<file path="config.mk">
export PLATFORM = sky130hd
export DESIGN_NAME = uart_rx
export DESIGN_NICKNAME = d
export VERILOG_FILES = /design/src/rtl/uart_rx.sv
export SDC_FILE = /design/constraint.sdc
export NUM_CORES = 1
export LEC_CHECK = 0
export BUFFER_PORTS_ARGS = -buffer_cell sky130_fd_sc_hd__buf_2
export CAP_MARGIN = 10
export CORE_ASPECT_RATIO = 0.6
export CORE_MARGIN = 1.5
export CORE_UTILIZATION = 55
export CTS_BUF_LIST = sky130_fd_sc_hd__clkbuf_4 sky130_fd_sc_hd__clkbuf_8 sky130_fd_sc_hd__clkbuf_16
export CTS_CLUSTER_SIZE = 16
export DETAILED_ROUTE_END_ITERATION = 8
export PLACE_DENSITY = 0.69
export SKIP_LAST_GASP = 1
export SYNTH_ARGS = -nofsm -noshare
export SYNTH_HDL_FRONTEND = slang
export SYNTH_SLANG_ARGS = --single-unit
</file>
<file path="constraint.sdc">
create_clock -name clk -period 3.56 [get_ports clk]
set_clock_uncertainty 0.1 [all_clocks]
set_input_delay 0.712 -clock clk [delete_from_list [all_inputs] [get_ports clk]]
set_output_delay 0.712 -clock clk [all_outputs]
set_load 0.01 [all_outputs]
</file>
<file path="src/rtl/uart_rx.sv">
// 8N1 UART receiver: 16x oversampling, 3-sample majority vote at mid-bit,
// small receive FIFO on a valid/ready byte stream, framing-error and overrun flags.
//
// state   | meaning
// --------+---------------------------------------------------------------
// S_IDLE  | line idle, counters held at 0, waiting for rxs low
// S_START | start bit; majority high at decision means a glitch -> S_IDLE
// S_DATA  | 8 data bits, LSB first, shifted in at each decision
// S_STOP  | stop bit; decide at tick 9 and leave early to catch next start
// S_BREAK | stop bit was low; wait for the line to return high
module uart_rx #(
  parameter int CLKS_PER_TICK = 54,
  parameter int FIFO_DEPTH    = 4
) (
  input  logic       clk,
  input  logic       rst_n,
  input  logic       rx_i,
  output logic [7:0] rx_data_o,
  output logic       rx_valid_o,
  input  logic       rx_ready_i,
  output logic       frame_err_o,
  output logic       overrun_o,
  input  logic       err_clr_i,
  output logic       busy_o
);

  localparam int TW = (CLKS_PER_TICK > 1) ? $clog2(CLKS_PER_TICK) : 1;
  localparam int AW = $clog2(FIFO_DEPTH);
  localparam logic [TW-1:0] TICK_LAST = TW'(CLKS_PER_TICK - 1);

  typedef enum logic [2:0] {
    S_IDLE,
    S_START,
    S_DATA,
    S_STOP,
    S_BREAK
  } state_e;

  state_e        state_q, state_d;
  logic          rx_meta_q, rxs_q;
  logic [TW-1:0] tick_cnt_q, tick_cnt_d;
  logic [3:0]    samp_q, samp_d;
  logic [2:0]    bit_idx_q, bit_idx_d;
  logic          s7_q, s7_d, s8_q, s8_d;
  logic [7:0]    shift_q, shift_d;
  logic          push_q, push_d;
  logic          frame_err_q, frame_err_d;
  logic          overrun_q, overrun_d;
  logic [AW:0]   wr_ptr_q, wr_ptr_d, rd_ptr_q, rd_ptr_d;
  logic [7:0]    mem_q [FIFO_DEPTH];

  logic tick, maj, decide, bit_end;
  logic pop, full, empty, push_ok, drop;

  assign tick    = (state_q != S_IDLE) && (tick_cnt_q == TICK_LAST);
  assign maj     = (s7_q & s8_q) | (s7_q & rxs_q) | (s8_q & rxs_q);
  assign decide  = tick && (samp_q == 4'd9);
  assign bit_end = tick && (samp_q == 4'd15);

  always_comb begin
    state_d     = state_q;
    tick_cnt_d  = tick ? '0 : tick_cnt_q + 1'b1;
    samp_d      = tick ? samp_q + 4'd1 : samp_q;
    bit_idx_d   = bit_idx_q;
    s7_d        = (tick && samp_q == 4'd7) ? rxs_q : s7_q;
    s8_d        = (tick && samp_q == 4'd8) ? rxs_q : s8_q;
    shift_d     = shift_q;
    push_d      = 1'b0;
    frame_err_d = 1'b0;
    case (state_q)
      S_IDLE: begin
        // Counters restart here so bit phase lines up with the falling edge.
        tick_cnt_d = '0;
        samp_d     = 4'd0;
        if (!rxs_q) state_d = S_START;
      end
      S_START: begin
        if (decide && maj) begin
          state_d = S_IDLE;
        end else if (bit_end) begin
          state_d   = S_DATA;
          bit_idx_d = 3'd0;
        end
      end
      S_DATA: begin
        if (decide) shift_d = {maj, shift_q[7:1]};
        if (bit_end) begin
          if (bit_idx_q == 3'd7) state_d = S_STOP;
          else                   bit_idx_d = bit_idx_q + 3'd1;
        end
      end
      S_STOP: begin
        if (decide) begin
          if (maj) begin
            push_d  = 1'b1;
            state_d = S_IDLE;
          end else begin
            frame_err_d = 1'b1;
            state_d     = S_BREAK;
          end
        end
      end
      S_BREAK: begin
        if (rxs_q) state_d = S_IDLE;
      end
      default: state_d = S_IDLE;
    endcase
  end

  // FIFO: extra pointer bit separates full from empty.
  assign empty   = (wr_ptr_q == rd_ptr_q);
  assign full    = (wr_ptr_q[AW] != rd_ptr_q[AW]) && (wr_ptr_q[AW-1:0] == rd_ptr_q[AW-1:0]);
  assign pop     = rx_valid_o && rx_ready_i;
  assign push_ok = push_q && (!full || pop);
  assign drop    = push_q && full && !pop;

  always_comb begin
    wr_ptr_d  = push_ok ? wr_ptr_q + 1'b1 : wr_ptr_q;
    rd_ptr_d  = pop ? rd_ptr_q + 1'b1 : rd_ptr_q;
    overrun_d = err_clr_i ? 1'b0 : (overrun_q | drop);
  end

  always_ff @(posedge clk or negedge rst_n) begin
    if (!rst_n) begin
      state_q     <= S_IDLE;
      rx_meta_q   <= 1'b1;
      rxs_q       <= 1'b1;
      tick_cnt_q  <= '0;
      samp_q      <= 4'd0;
      bit_idx_q   <= 3'd0;
      s7_q        <= 1'b1;
      s8_q        <= 1'b1;
      shift_q     <= 8'd0;
      push_q      <= 1'b0;
      frame_err_q <= 1'b0;
      overrun_q   <= 1'b0;
      wr_ptr_q    <= '0;
      rd_ptr_q    <= '0;
    end else begin
      state_q     <= state_d;
      rx_meta_q   <= rx_i;
      rxs_q       <= rx_meta_q;
      tick_cnt_q  <= tick_cnt_d;
      samp_q      <= samp_d;
      bit_idx_q   <= bit_idx_d;
      s7_q        <= s7_d;
      s8_q        <= s8_d;
      shift_q     <= shift_d;
      push_q      <= push_d;
      frame_err_q <= frame_err_d;
      overrun_q   <= overrun_d;
      wr_ptr_q    <= wr_ptr_d;
      rd_ptr_q    <= rd_ptr_d;
    end
  end

  always_ff @(posedge clk) begin
    if (push_ok) mem_q[wr_ptr_q[AW-1:0]] <= shift_q;
  end

  assign rx_valid_o  = !empty;
  assign rx_data_o   = empty ? 8'd0 : mem_q[rd_ptr_q[AW-1:0]];
  assign frame_err_o = frame_err_q;
  assign overrun_o   = overrun_q;
  assign busy_o      = (state_q != S_IDLE);

endmodule

</file>
==> results of run 1 <==
[power breakdown]
part           internal [mW]  switching [mW]  leakage, nW  total, mW
registers              0.830        0.000935        0.860      0.830
logic                0.00197         0.00919        0.533     0.0112
clock network          0.305           0.314       0.0990      0.619
total                   1.14           0.324         1.49       1.46
[through the flow]
stage | power, mW | hold slack (ns) | area, µm² | util (%)
finish | 1.461 | 0.2646 | 3387 | 65.07
detailed placement | 0.8591 | 0.2558 | 3187 | 61.23
global route | 1.515 | 0.2730 | 3387 | 65.07
floorplan | 0.8479 | 0.2452 | 3063 | -
global placement | 0.8581 | 0.2454 | 3187 | 61.23
CTS | 1.472 | 0.2673 | 3387 | 65.07
[registers in the layout, summed over array words and instances, names as in the netlist]
signal       flops
mem_q           32
shift_q          8
tick_cnt_q       6
samp_q           4
bit_idx_q        3
rd_ptr_q         3
state_q          3
wr_ptr_q         3
frame_err_o      1
overrun_o        1
push_q           1
rx_meta_q        1
rxs_q            1
s7_q             1
s8_q             1
[per-layer routing]
layer | part of all wire, % | GRT usage [%]
met5 | 0 | 0
met3 | 3.6 | 5.876
met1 | 50 | 26.12
met2 | 45 | 30.82
met4 | 1.1 | 7.445
[layout make-up]
| class | count | area [µm²] |
|---|---|---|
| inverters | 9 | 33.78 |
| flip-flops and latches | 69 | 1892 |
| clock inverters | 6 | 51.30 |
| well taps | 66 | 82.58 |
| repair buffers | 16 | 80.08 |
| multi-input cells | 124 | 1099 |
| fillers | 365 | 1818 |
| clock buffers | 10 | 148.9 |
[cell families after synthesis]
logic type                 after synthesis  share of synthesized area [%]
buffers and inverters                   14                          2.369
DFF                                     69                          61.76
muxes                                   20                          10.29
AOI/OAI and AO/OA                       13                          3.105
adders and majority gates               13                          5.229
and+or+nand+nor                         64                          13.24
xor gates and xnor gates                14                          4.003
[worst max path at each step]
| stage | start | end | slack, ns | depth (start not counted) |
|---|---|---|---|---|
| after floorplan | rd_ptr_q[1] | rx_data_o[0] | 1.53 | 5 |
| after global placement | rd_ptr_q[0] | rx_data_o[4] | 1.09 | 4 |
| after detailed placement | rd_ptr_q[0] | rx_data_o[2] | 0.99 | 4 |
| after CTS | rd_ptr_q[0] | rx_data_o[5] | 0.64 | 4 |
| after global routing | rd_ptr_q[0] | rx_data_o[5] | 0.43 | 4 |
| final | rd_ptr_q[0] | rx_data_o[5] | 0.69 | 4 |
[worst register-to-register path: stages (launching register included)]
cell	delay [ns]
dfrtp_1	0.75
xnor2_1	0.23
a41oi_2	0.35
and2_1	0.50
[layout by cell type, fill, tap and decap left out, drive strengths merged, types with 6 or more instances in the layout]
cell / count
inv: 12
mux4: 8
xor2: 6
clkbuf: 10
mux2: 12
ha: 12
nor2: 13
buf: 16
nand3: 8
and2: 12
nand2: 10
xnor2: 8
edfxtp: 32
dfrtp: 33
==> results.txt, run 1 <==
clock root buffer - clkbuf_8
CP Launch Type - flop
Critical Path RT - 2.75 ns
area leader, netlist - edfxtp_1
area grow syn2layout - 10.58%
R2R depth - 3
Async SR Flop Fraction - 53.62%
CP max FO - 11
Die Y - 60.81 µm
max incr delay on CP - 0.75 ns
worst reg2reg setup slack - 1.28 ns
DRC violations left - 0
Syn Inst Count - 207
Rows - 20
RSZ-0062 raised after global routing - no
max-slew violations - 0
FMAX - 0.3479 GHz
critical-path cell list - xnor2_1 > nand3b_1 > and2_1 > buf_2
Final Wtd Congestion - 0.7493
Final #Nets - 246
post-synthesis register bit count - 69
fin crit share - 80.75%
status - finished clean
Leak Pwr - 1.493 nW
DP HPWL - 3.592 mm
Hold Crit Start - rx_meta_q
Hold Crit Endpoint - rxs_q
total grt overflow - 0
initial core utilization - 58.85%
Synth Flop Type - dfrtp_1
pre-CTS setup slack - 0.9942 ns
cts bufs inserted - 9
post-CTS setup buffer count - 0
clk_lat worst skew - 0.34 ns
first-pass GRT wire length - 8.362 mm
Max Cap Viol - 0
H-Tree Depth - 3
I/O pins - 17
setup violators final - 0
CTS tree - yes
clk buf depth - 2
CTS Sinks - 69
ANT cells - 0
critical path data arrival time - 2.06 ns
crit end category - output pin
cts repair resizes - 0
# port buffers - 16
count leader, synth - dfrtp_1
hold path cells - 0
Clock transition at path regs - 0.08 ns
Worst IR Drop VDD - 0.0002721 V
fin crit period - 2.875 ns
pin count of the biggest net entering global routing - 38
Synthesis Warnings - 0
share of cells above drive strength 1 - 27.78%
placed cell count - 284
Buf+Inv Stages, Crit Path - 1
synth cell count leaders - dfrtp_1 (33), edfxtp_1 (32), and2_1 (12), ha_1 (12), nor2_1 (12)
R2R Path End - mem_q[3][4]
antenna violations before repair - 0
Syn Nets - 224
GRT Overall Usage - 19.45%
sequential share of the synthesized area - 61.76%
Rel. slew slack - 45.16%
Tightest Pin Transition - 0.8226 ns
initial drt markers - 63
post-DR wirelength/cell - 16.82 µm
syn_area_per_cell - 14.80 µm²
CP top delay family - flip-flops
Slowest-stage cell, CP - dfrtp_1
post-route insts no fill - 300
core outline area - 0.005205 mm²
Post-synth EDFFs - 32
reg2reg start - rd_ptr_q[0]
Syn Std Cell Area - 0.003063 mm²
DR vias/cell - 5.557
Final Hold Violating Endpoints - 0
Synth area leaders - edfxtp_1 (31%), dfrtp_1 (27%), mux4_2 (5.9%)
PwrDens - 431.3 mW/mm²
vias in the first global route - 1697
die width - 99.34 µm
Netlist cell types - 46
worst hold path class - reg -> reg
DRT Pass-1 Iters - 4
Hold Buf Count CTS - 0
Synth top area share - 31.37%
setup ws final - 0.6854 ns
die area - 0.006040 mm²
Fin Setup TNS - 0 ns
Setup CP Type - reg -> out
final wirelength - 5.046 mm
Vias - 1667
ANT nets after route - 0
Power figures use the tool's default switching activity.
==> run 2: changes to the inputs <==
Settings changed: ABC_AREA from default to 1, CORE_UTILIZATION 55 to 54, PLACE_DENSITY 0.69 to 0.71.
Clock period 3.56 ns to 2.5 ns, I/O delays scaled along.
==> run 2 against run 1 <==
Against the previous run: global-route usage grew 2.2 points; cell area grew 8.3%; die area grew 7.0%; routed wire length grew 16%; synthesized cell count grew 53%.
==> results.txt, run 2 <==
Sw Ratio - 17.67% (-4.5 points)
# port buffers - 16 (unchanged)
sequential share of power - 50.1% (-6.8 points)
Vias - 2162 (+30%)
Syn Inst Count - 316 (+53%)
Final Wtd Congestion - 0.8260 (+10%)
first-pass GRT wire length - 10.34 mm (+24%)
initial drt markers - 141 (+120%)
Synth top area share - 29.78% (-1.6 points)
final wirelength - 5.869 mm (+16%)
die area - 0.006464 mm² (+7.0%)
DR vias/cell - 5.075 (-8.7%)
post-CTS setup buffer count - 0 (unchanged)
core outline area - 0.005675 mm² (+9.0%)
synth cell count leaders - nand2_1 (66), nor2_1 (39), dfrtp_1 (33), edfxtp_1 (32), inv_1 (32)
DRC violations left - 0 (unchanged)
Fin Setup TNS - 0 ns (unchanged)
setup ws final - 0.1957 ns (-0.4897 ns)
critical path data arrival time - 1.70 ns (-0.36 ns)
Sw Pwr - 417.3 µW (+29%)
Final #Nets - 358 (+46%)
worst hold path class - in -> async
Synth area leaders - edfxtp_1 (30%), dfrtp_1 (26%), nand2_1 (7.7%)
CP Launch Type - flop
Max Cap Viol - 0 (unchanged)
CTS Sinks - 69 (unchanged)
post-DR wirelength/cell - 13.78 µm (-18%)
syn_area_per_cell - 10.21 µm² (-31%)
Setup CP Type - reg -> out
area leader, netlist - edfxtp_1
ANT nets after route - 0 (unchanged)
share of cells above drive strength 1 - 18.21% (-9.6 points)
I/O pins - 17 (unchanged)
overall power - 2.362 mW (+62%)
area grow syn2layout - 13.69%
Tightest Pin Transition - 0.8250 ns (+0.002389 ns)
fin crit share - 92.17%
pre-CTS setup slack - 0.4613 ns (-0.5329 ns)
clock root buffer - clkbuf_8
commonest non-fill, non-tap cell in the layout - nand2_1
CP top delay family - flip-flops
pin count of the biggest net entering global routing - 38 (unchanged)
PwrDens - 643.8 mW/mm² (+49%)
post-synthesis register bit count - 69 (unchanged)
Slowest-stage cell, CP - dfrtp_1
max incr delay on CP - 0.49 ns (-0.26 ns)
Netlist cell types - 35 (-24%)
hold_ws - 0.1592 ns (-0.1054 ns)
crit end category - output pin
Die Y - 62.88 µm (+3.4%)
Critical Path RT - 1.90 ns (-0.85 ns)
Synthesis Warnings - 0 (unchanged)
total grt overflow - 0 (unchanged)
Rows - 21 (+5.0%)
Leak Pwr - 1.743 nW (+17%)
max-slew violations - 0 (unchanged)
Clock transition at path regs - 0.07 ns (about the same)
dpl cell area - 0.003405 mm² (+6.8%)
Syn Std Cell Area - 0.003227 mm² (+5.4%)
antenna violations before repair - 0 (unchanged)
Largest register FFs - 32 (unchanged)
CTS tree - yes
FILL cells - 465 (+27%)
die width - 102.8 µm (+3.5%)
combinational share of power - 0.7% (about the same)
Synth Flop Type - dfrtp_1
fin crit period - 2.304 ns
cts bufs inserted - 9 (unchanged)
Syn Nets - 333 (+49%)
Rel. slew slack - 45.00% (-0.16 points)
most frequent cells in the layout - nand2_1 (65), nor2_1 (39), dfrtp_1 (33)
Internal Pwr Total - 1.945 mW (+71%)
final instance area - 0.003669 mm² (+8.3%)
Final Hold Violating Endpoints - 0 (unchanged)
Worst IR Drop VDD - 0.0003377 V (+24%)
vias in the first global route - 2163 (+27%)
count leader, synth - nand2_1
clk_lat worst skew - 0.34 ns (about the same)
Post-synth EDFFs - 32 (unchanged)
setup violators final - 0 (unchanged)
H-Tree Depth - 3 (unchanged)
status - finished clean
clock power share - 49.2% (+6.8 points)
Buf+Inv Stages, Crit Path - 3 (+2)
CP max FO - 10 (-1)
sequential share of the synthesized area - 58.63% (-3.1 points)
FMAX - 0.4340 GHz
ANT cells - 0 (unchanged)
initial core utilization - 56.86% (-2.0 points)
GRT Overall Usage - 21.69% (+2.2 points)
critical-path cell list - buf_4 > o32ai_1 > nand2_1 > inv_1 > buf_2
RSZ-0062 raised after global routing - no
Async SR Flop Fraction - 53.62% (unchanged)
clk buf depth - 2 (unchanged)
DRT Pass-1 Iters - 4 (unchanged)
DP HPWL - 4.143 mm (+15%)
run 2: cells by family after synthesis:
logic type	after synthesis	share of synthesized area (%)
buffers and inverters	44	5.700
xor gates and xnor gates	8	2.171
adders and majority gates	12	4.653
DFF	69	58.63
and+or+nand+nor	142	21.40
AOI/OAI and AO/OA	41	7.445
run 2: final cells by class:
cell class | instances | area (µm²) | area share [%]
flip-flops and latches | 69 | 1892 | 51.57
multi-input cells | 203 | 1154 | 31.45
clock inverters | 7 | 137.6 | 3.752
inverters | 36 | 136.4 | 3.718
repair buffers | 22 | 125.1 | 3.411
clock buffers | 9 | 123.9 | 3.377
well taps | 80 | 100.1 | 2.729
run 2: per-layer routing:
metal | wire, µm | vias to the layer above | track usage, %
met3 | 333 | 4 | 7.718
met2 | 2500 | 44 | 30.55
met5 | 0 | - | 0
li1 | - | 1094 | -
met4 | 40 | 0 | 6.081
met1 | 2995 | 1020 | 31.77
run 2: through the flow:
step,util [%],cells
final,64.64,426
after global routing,64.64,426
after CTS,64.59,426
after detailed placement,59.99,410
after global placement,59.99,410
after floorplan,-,316
run 2: repair_timing:
item	4_1_cts	5_1_grt
gates resized for setup	0	1
endpoints found under the setup margin	0	8
hold buffers	0	0
hold endpoints to repair	0	0
run 2: final timing paths:
| kind | startpoint | end | slack (ns) | cells past startpoint |
|---|---|---|---|---|
| worst min-delay path | rst_n | shift_q[5] | 0.16 | 1 |
| worst max register to register | tick_cnt_q[1] | state_q[2] | 0.53 | 11 |
| worst min register to register | rx_meta_q | rxs_q | 0.26 | 0 |
| max in group asynchronous | rst_n | overrun_o | 1.62 | 1 |
| worst max-delay path | rd_ptr_q[1] | rx_data_o[7] | 0.20 | 5 |
| min in group clk | rx_i | rx_meta_q | 0.16 | 1 |
run 2: worst reg2reg max path, stage by stage, from the launching register on:
cell and delay, ns:
dfrtp_1 0.40, inv_1 0.07, ha_1 0.15, nand3_2 0.09, nor2_4 0.20, nand3_2 0.30, nand2_2 0.19, nand2_4 0.08
nor2_8 0.10, nand2_2 0.06, nand2_1 0.05, nand2_1 0.05
run 2: power by group through the flow:
stage	Combinational, mW	Clock [mW]	Sequential (mW)
6_report	0.0161	1.16	1.18
3_5_place_dp	0.0174	0	1.21
5_1_grt	0.0195	1.24	1.18
4_1_cts	0.0174	1.19	1.18
2_1_floorplan	0.00134	0	1.21
3_3_place_gp	0.0172	0	1.21
